$ cat src/rtl/text_lcd_pkg.sv
// text_lcd_pkg: shared types and constants for the text LCD reader and write sequencer.
package text_lcd_pkg;
  typedef enum logic [2:0] {ST_IDLE, ST_SETUP, ST_E_HIGH, ST_HOLD, ST_GAP} lcd_state_e;
  localparam logic RS_INSTR = 1'b0;
  localparam logic RS_DATA = 1'b1;
  localparam int BF_BIT = 7;
  localparam int T_AS_DEF = 2;
  localparam int T_PW_DEF = 8;
  localparam int T_H_DEF = 2;
  localparam int T_GAP_DEF = 4;
  localparam int POLL_MAX_DEF = 1000;
endpackage

$ cat src/rtl/lcd_phase_timer.sv
// lcd_phase_timer: loadable down-counter whose expire pulse marks the last cycle of a phase.
module lcd_phase_timer #(
  parameter int W = 8
) (
  input  logic         clk,
  input  logic         rst,
  input  logic         load_i,
  input  logic [W-1:0] val_i,
  output logic         expire_o
);
  logic [W-1:0] cnt_q, cnt_d;
  always_comb cnt_d = load_i ? val_i : (cnt_q != '0 ? cnt_q - W'(1) : cnt_q);
  always_ff @(posedge clk) cnt_q <= rst ? '0 : cnt_d;
  assign expire_o = cnt_q == W'(1);
endmodule

$ cat src/rtl/text_lcd_reader.sv
// text_lcd_reader: HD44780 read cycles (BF/AC or data) with optional busy-flag polling.
module text_lcd_reader
  import text_lcd_pkg::*;
#(
  parameter int T_AS     = T_AS_DEF,
  parameter int T_PW     = T_PW_DEF,
  parameter int T_H      = T_H_DEF,
  parameter int T_GAP    = T_GAP_DEF,
  parameter int POLL_MAX = POLL_MAX_DEF
) (
  input  logic       clk,
  input  logic       rst,
  input  logic       req_valid,
  output logic       req_ready,
  input  logic       req_rs,
  input  logic       req_poll,
  output logic       rsp_valid,
  output logic [7:0] rsp_data,
  output logic       rsp_bf,
  output logic [6:0] rsp_ac,
  output logic       rsp_timeout,
  output logic       LCD_E,
  output logic       LCD_RS,
  output logic       LCD_RW,
  input  logic [7:0] LCD_DATA_IN,
  output logic       LCD_RD_EN
);
  localparam int TW = 8;
  lcd_state_e state_q, state_d;
  logic rs_q, rs_d, poll_q, poll_d;
  logic [15:0] pcnt_q, pcnt_d;
  logic [7:0] cap_q, cap_d, rsp_data_q, rsp_data_d;
  logic rsp_valid_q, rsp_valid_d, rsp_to_q, rsp_to_d;
  logic ld, tmr_exp;
  logic [TW-1:0] ld_val;
  lcd_phase_timer #(.W(TW)) u_timer (
    .clk      (clk),
    .rst      (rst),
    .load_i   (ld),
    .val_i    (ld_val),
    .expire_o (tmr_exp)
  );
  always_comb begin
    state_d = state_q;
    rs_d = rs_q;
    poll_d = poll_q;
    pcnt_d = pcnt_q;
    cap_d = cap_q;
    rsp_valid_d = 1'b0;
    rsp_data_d = rsp_data_q;
    rsp_to_d = rsp_to_q;
    ld = 1'b0;
    ld_val = '0;
    case (state_q)
      ST_IDLE: if (req_valid) begin
        state_d = ST_SETUP;
        rs_d = req_rs;
        poll_d = req_poll & ~req_rs;
        pcnt_d = '0;
        ld = 1'b1;
        ld_val = TW'(T_AS);
      end
      ST_SETUP: if (tmr_exp) begin
        state_d = ST_E_HIGH;
        ld = 1'b1;
        ld_val = TW'(T_PW);
      end
      ST_E_HIGH: if (tmr_exp) begin
        state_d = ST_HOLD;
        cap_d = LCD_DATA_IN;
        ld = 1'b1;
        ld_val = TW'(T_H);
      end
      ST_HOLD: if (tmr_exp) begin
        state_d = ST_GAP;
        ld = 1'b1;
        ld_val = TW'(T_GAP);
      end
      ST_GAP: if (tmr_exp) begin
        // Re-poll only while busy and the read budget is not yet spent
        if (poll_q && cap_q[BF_BIT] && (pcnt_q + 16'd1 < 16'(POLL_MAX))) begin
          state_d = ST_SETUP;
          pcnt_d = pcnt_q + 16'd1;
          ld = 1'b1;
          ld_val = TW'(T_AS);
        end else begin
          state_d = ST_IDLE;
          rsp_valid_d = 1'b1;
          rsp_data_d = cap_q;
          rsp_to_d = poll_q & cap_q[BF_BIT];
        end
      end
      default: state_d = ST_IDLE;
    endcase
  end
  always_ff @(posedge clk) begin
    if (rst) begin
      state_q <= ST_IDLE;
      rs_q <= 1'b0;
      poll_q <= 1'b0;
      pcnt_q <= '0;
      cap_q <= '0;
      rsp_valid_q <= 1'b0;
      rsp_data_q <= '0;
      rsp_to_q <= 1'b0;
    end else begin
      state_q <= state_d;
      rs_q <= rs_d;
      poll_q <= poll_d;
      pcnt_q <= pcnt_d;
      cap_q <= cap_d;
      rsp_valid_q <= rsp_valid_d;
      rsp_data_q <= rsp_data_d;
      rsp_to_q <= rsp_to_d;
    end
  end
  assign req_ready = state_q == ST_IDLE;
  assign LCD_E = state_q == ST_E_HIGH;
  assign LCD_RD_EN = state_q inside {ST_SETUP, ST_E_HIGH, ST_HOLD};
  assign LCD_RW = LCD_RD_EN;
  assign LCD_RS = LCD_RD_EN & rs_q;
  assign rsp_valid = rsp_valid_q;
  assign rsp_data = rsp_data_q;
  assign rsp_bf = rsp_data_q[BF_BIT];
  assign rsp_ac = rsp_data_q[BF_BIT-1:0];
  assign rsp_timeout = rsp_to_q;
endmodule
$ cat config.mk
export PLATFORM = sky130hd
export DESIGN_NAME = text_lcd_reader
export DESIGN_NICKNAME = d
export VERILOG_FILES = /design/src/rtl/text_lcd_pkg.sv /design/src/rtl/lcd_phase_timer.sv /design/src/rtl/text_lcd_reader.sv
export SDC_FILE = /design/constraint.sdc
export NUM_CORES = 1
export LEC_CHECK = 0
export CORE_ASPECT_RATIO = 0.9
export CORE_MARGIN = 4
export CORE_UTILIZATION = 30
export CTS_CLUSTER_SIZE = 14
export DETAILED_ROUTE_END_ITERATION = 10
export PLACE_DENSITY = 0.48
export SYNTH_ARGS = -nofsm -noshare
export SYNTH_HDL_FRONTEND = slang
export SYNTH_HIERARCHICAL = 1
export SYNTH_SLANG_ARGS = --single-unit
export TNS_END_PERCENT = 20
$ cat constraint.sdc
create_clock -name clk -period 3.7 [get_ports clk]
set_clock_uncertainty 0.15 [all_clocks]
set_input_delay 0.37 -clock clk [delete_from_list [all_inputs] [get_ports clk]]
set_output_delay 0.37 -clock clk [all_outputs]
set_load 0.1 [all_outputs]
==> impl_metrics.env <==
export IMPL_cts_buffers_inserted=5
export IMPL_seq_area_frac_synth_pct=35.8
export IMPL_slew_headroom_pct=35.0
export IMPL_cp_arrival_ns=3.48
export IMPL_grt_pass1_vias=2174
export IMPL_netlist_instances=320
export IMPL_fmax_mhz=294
export IMPL_cts_tree="done"
export IMPL_pwr_share_comb_pct=26.2
export IMPL_drtAntennaViolNets=0
export IMPL_synth_edff_count=0
export IMPL_crit_path_end_kind="flop"
export IMPL_grtUsageTotal_pct=12.5
export IMPL_yosysTopAreaCell="dfxtp_1"
export IMPL_min_period_ns=3.40
export IMPL_viasPerCell=4.83
export IMPL_die_x_um=107
export IMPL_area_growth_pct=20.1
export IMPL_p_clk_share_pct=29.3
export IMPL_pin_count=36
export IMPL_grt_start_max_net_pins=25
export IMPL_p_sw_w=0.000424
export IMPL_start_util_pct=30.6
export IMPL_yosysTopAreaCellShare_pct=35.8
export IMPL_intPower_w=0.000882
export IMPL_die_area_mm2=0.0103
export IMPL_nets=365
export IMPL_setup_worst_path_start="pcnt_q[1]$_SDFFE_PP0P_"
export IMPL_port_buffers=35
export IMPL_synthTopCellsByCount="nand2_1, dfxtp_1, nor2_1, a21oi_1, mux2i_1"
export IMPL_rsz0062_at_grt="no"
export IMPL_cts_root_buf="clkbuf_8"
export IMPL_worstSkewPairLatency_ns=0.30
export IMPL_post_cts_setup_buffer_count=0
export IMPL_synth_flop_cell="dfxtp_1"
export IMPL_async_flop_share_pct=0
export IMPL_hp_start="cap_q[0]$_SDFFE_PP0P_"
export IMPL_place_gp_congestion=0.780
export IMPL_peakVddDrop_uv=169
export IMPL_p_sw_share_pct=32.5
export IMPL_cts_clk_slew_worst_paths_ns=0.09
export IMPL_path_max_fanout=9
export IMPL_p_seq_share_pct=44.5
export IMPL_yosysWarnings=6
export IMPL_netlist_area_mm2=0.00263
export IMPL_setup_viol=0
export IMPL_tightest_slew_ns=0.972
export IMPL_drt_wl_total_um=6230
export IMPL_drv_cap=0
export IMPL_hold_path_class="reg -> reg"
export IMPL_vias=2261
export IMPL_clock_path_buffers=2
export IMPL_synth_cell_type_count=55
export IMPL_post_dp_hpwl_um=4440
export IMPL_ys_ff_latch=47
export IMPL_core_area_mm2=0.00857
export IMPL_drcViolationCount=0
export IMPL_cts_hold_buf=0
export IMPL_grt_ovfl_total=0
export IMPL_htree_levels=2
export IMPL_worstReg2RegStart="pcnt_q[1]$_SDFFE_PP0P_"
export IMPL_routedWlPerCell_um=13.3
export IMPL_dr_pass1_iters=5
export IMPL_synth_area_top_cells="dfxtp_1, nand2_1, mux2i_1, nor2_1, a31oi_1"
export IMPL_report_power_total_w=0.00131
export IMPL_grt_pass1_wl_um=10600
export IMPL_dp_cells=460
export IMPL_maxSlewViolCount=0
export IMPL_hold_viol=0
export IMPL_syn_mean_instance_area_um2=8.20
export IMPL_period_share_pct=91.9
export IMPL_antenna_found_initial=0
export IMPL_power_density_mw_per_mm2=414
export IMPL_setup_tns_ns=0
export IMPL_drive_above_1_share_pct=10.9
export IMPL_required_ns=3.78
export IMPL_antenna_cells=0
export IMPL_critPathKind="reg -> reg"
export IMPL_fin_util_pct=36.8
export IMPL_cts_sinks=47
export IMPL_start_kind="flop"
export IMPL_synth_most_common_cell="nand2_1"
export IMPL_die_y_um=96.7
export IMPL_run_status="finished clean"
export IMPL_drt_iter0_drc=96
export IMPL_layout_cells_non_filler=468
export IMPL_p_leak_nw=1.08
export IMPL_rows=32
export IMPL_post_cts_resized=0
[power by group through the flow]
stage	logic, W	clock network, W	registers (W)
6_report	0.000342	0.000383	0.000581
3_3_place_gp	0.000344	0	0.000592
2_1_floorplan	0.000285	0	0.000579
5_1_grt	0.000380	0.000418	0.000587
4_1_cts	0.000347	0.000399	0.000581
3_5_place_dp	0.000344	0	0.000593
[state kept, by name, indices dropped and copies added, names as in the netlist]
name	flops
cap_q	8
pcnt_q	16
poll_q	1
rs_q	1
rsp_data	8
rsp_timeout	1
rsp_valid	1
state_q	3
u_timer/cnt_q	8
[metrics by stage]
stage / setup slack, ns / hold WS [ns] / area (um^2)
final: 0.299 / 0.311 / 3150
after global routing: 0.0729 / 0.328 / 3150
after CTS: 0.292 / 0.313 / 3150
after detailed placement: 0.307 / 0.299 / 3040
after global placement: 0.386 / 0.295 / 3040
after floorplan: 0.197 / 0.287 / 2640
[final cells by class]
type / instances / area (um^2)
flip-flops and latches: 47 / 941
clock inverters: 3 / 43.8
multi-input cells: 242 / 1520
clock buffers: 5 / 68.8
fillers: 911 / 5420
inverters: 9 / 33.8
repair buffers: 43 / 400
well taps: 119 / 149
[path summary, 6_finish.rpt]
path         cells after the start                       endpoint  slack [ns]
max                             11  u_timer/cnt_q[3]$_SDFFE_PP0P_        0.30
min                              2          cap_q[0]$_SDFFE_PP0P_        0.31
max reg2reg                     11  u_timer/cnt_q[3]$_SDFFE_PP0P_        0.30
min reg2reg                      2          cap_q[0]$_SDFFE_PP0P_        0.31
[cells by family (layout without fill, tap and decap cells)]
logic type                 Yosys count  after routing  synth area share [%]
adders and majority gates            4              4                  1.91
DFF                                 47             47                  35.8
buffers and inverters               35             60                  6.96
xor gates and xnor gates            10             10                  3.34
other                                1              5                 0.143
muxes                               16             16                  6.10
AOI/OAI and AO/OA                   56             56                  15.2
and+or+nand+nor                    151            151                  30.6
[placed cells by master, fill, tap and decap left out, types with 9 or more instances in the layout]
| master | count |
|---|---|
| clkdlybuf4s50_1 | 31 |
| mux2i_1 | 16 |
| a21oi_1 | 17 |
| nor2_1 | 24 |
| nor3_1 | 13 |
| and2_1 | 9 |
| buf_4 | 12 |
| dfxtp_1 | 47 |
| nand2_1 | 51 |
| nand3_1 | 9 |
| a31oi_1 | 14 |
[metal layers]
metal | share of wire [%] | vias to the layer above | GRT usage (%)
li1 | - | 1176 | -
met1 | 51 | 1024 | 17.9
met2 | 43 | 53 | 18.6
met3 | 4.5 | 8 | 2.67
met4 | 1.7 | 0 | 3.83
met5 | 0 | - | 0
[critical path, stage by stage (launching register included)]
cell and delay [ns]:
dfxtp_1 0.47, ha_1 0.25, nand3_2 0.20, nor4_4 0.30, nand4_1 0.14, a211o_1 0.40
or3_4 0.42, a31oi_2 0.22, nand2b_1 0.18, nor4_4 0.06, or2_1 0.35, a211oi_2 0.18
No activity file was read; power rests on OpenSTA's default activity.
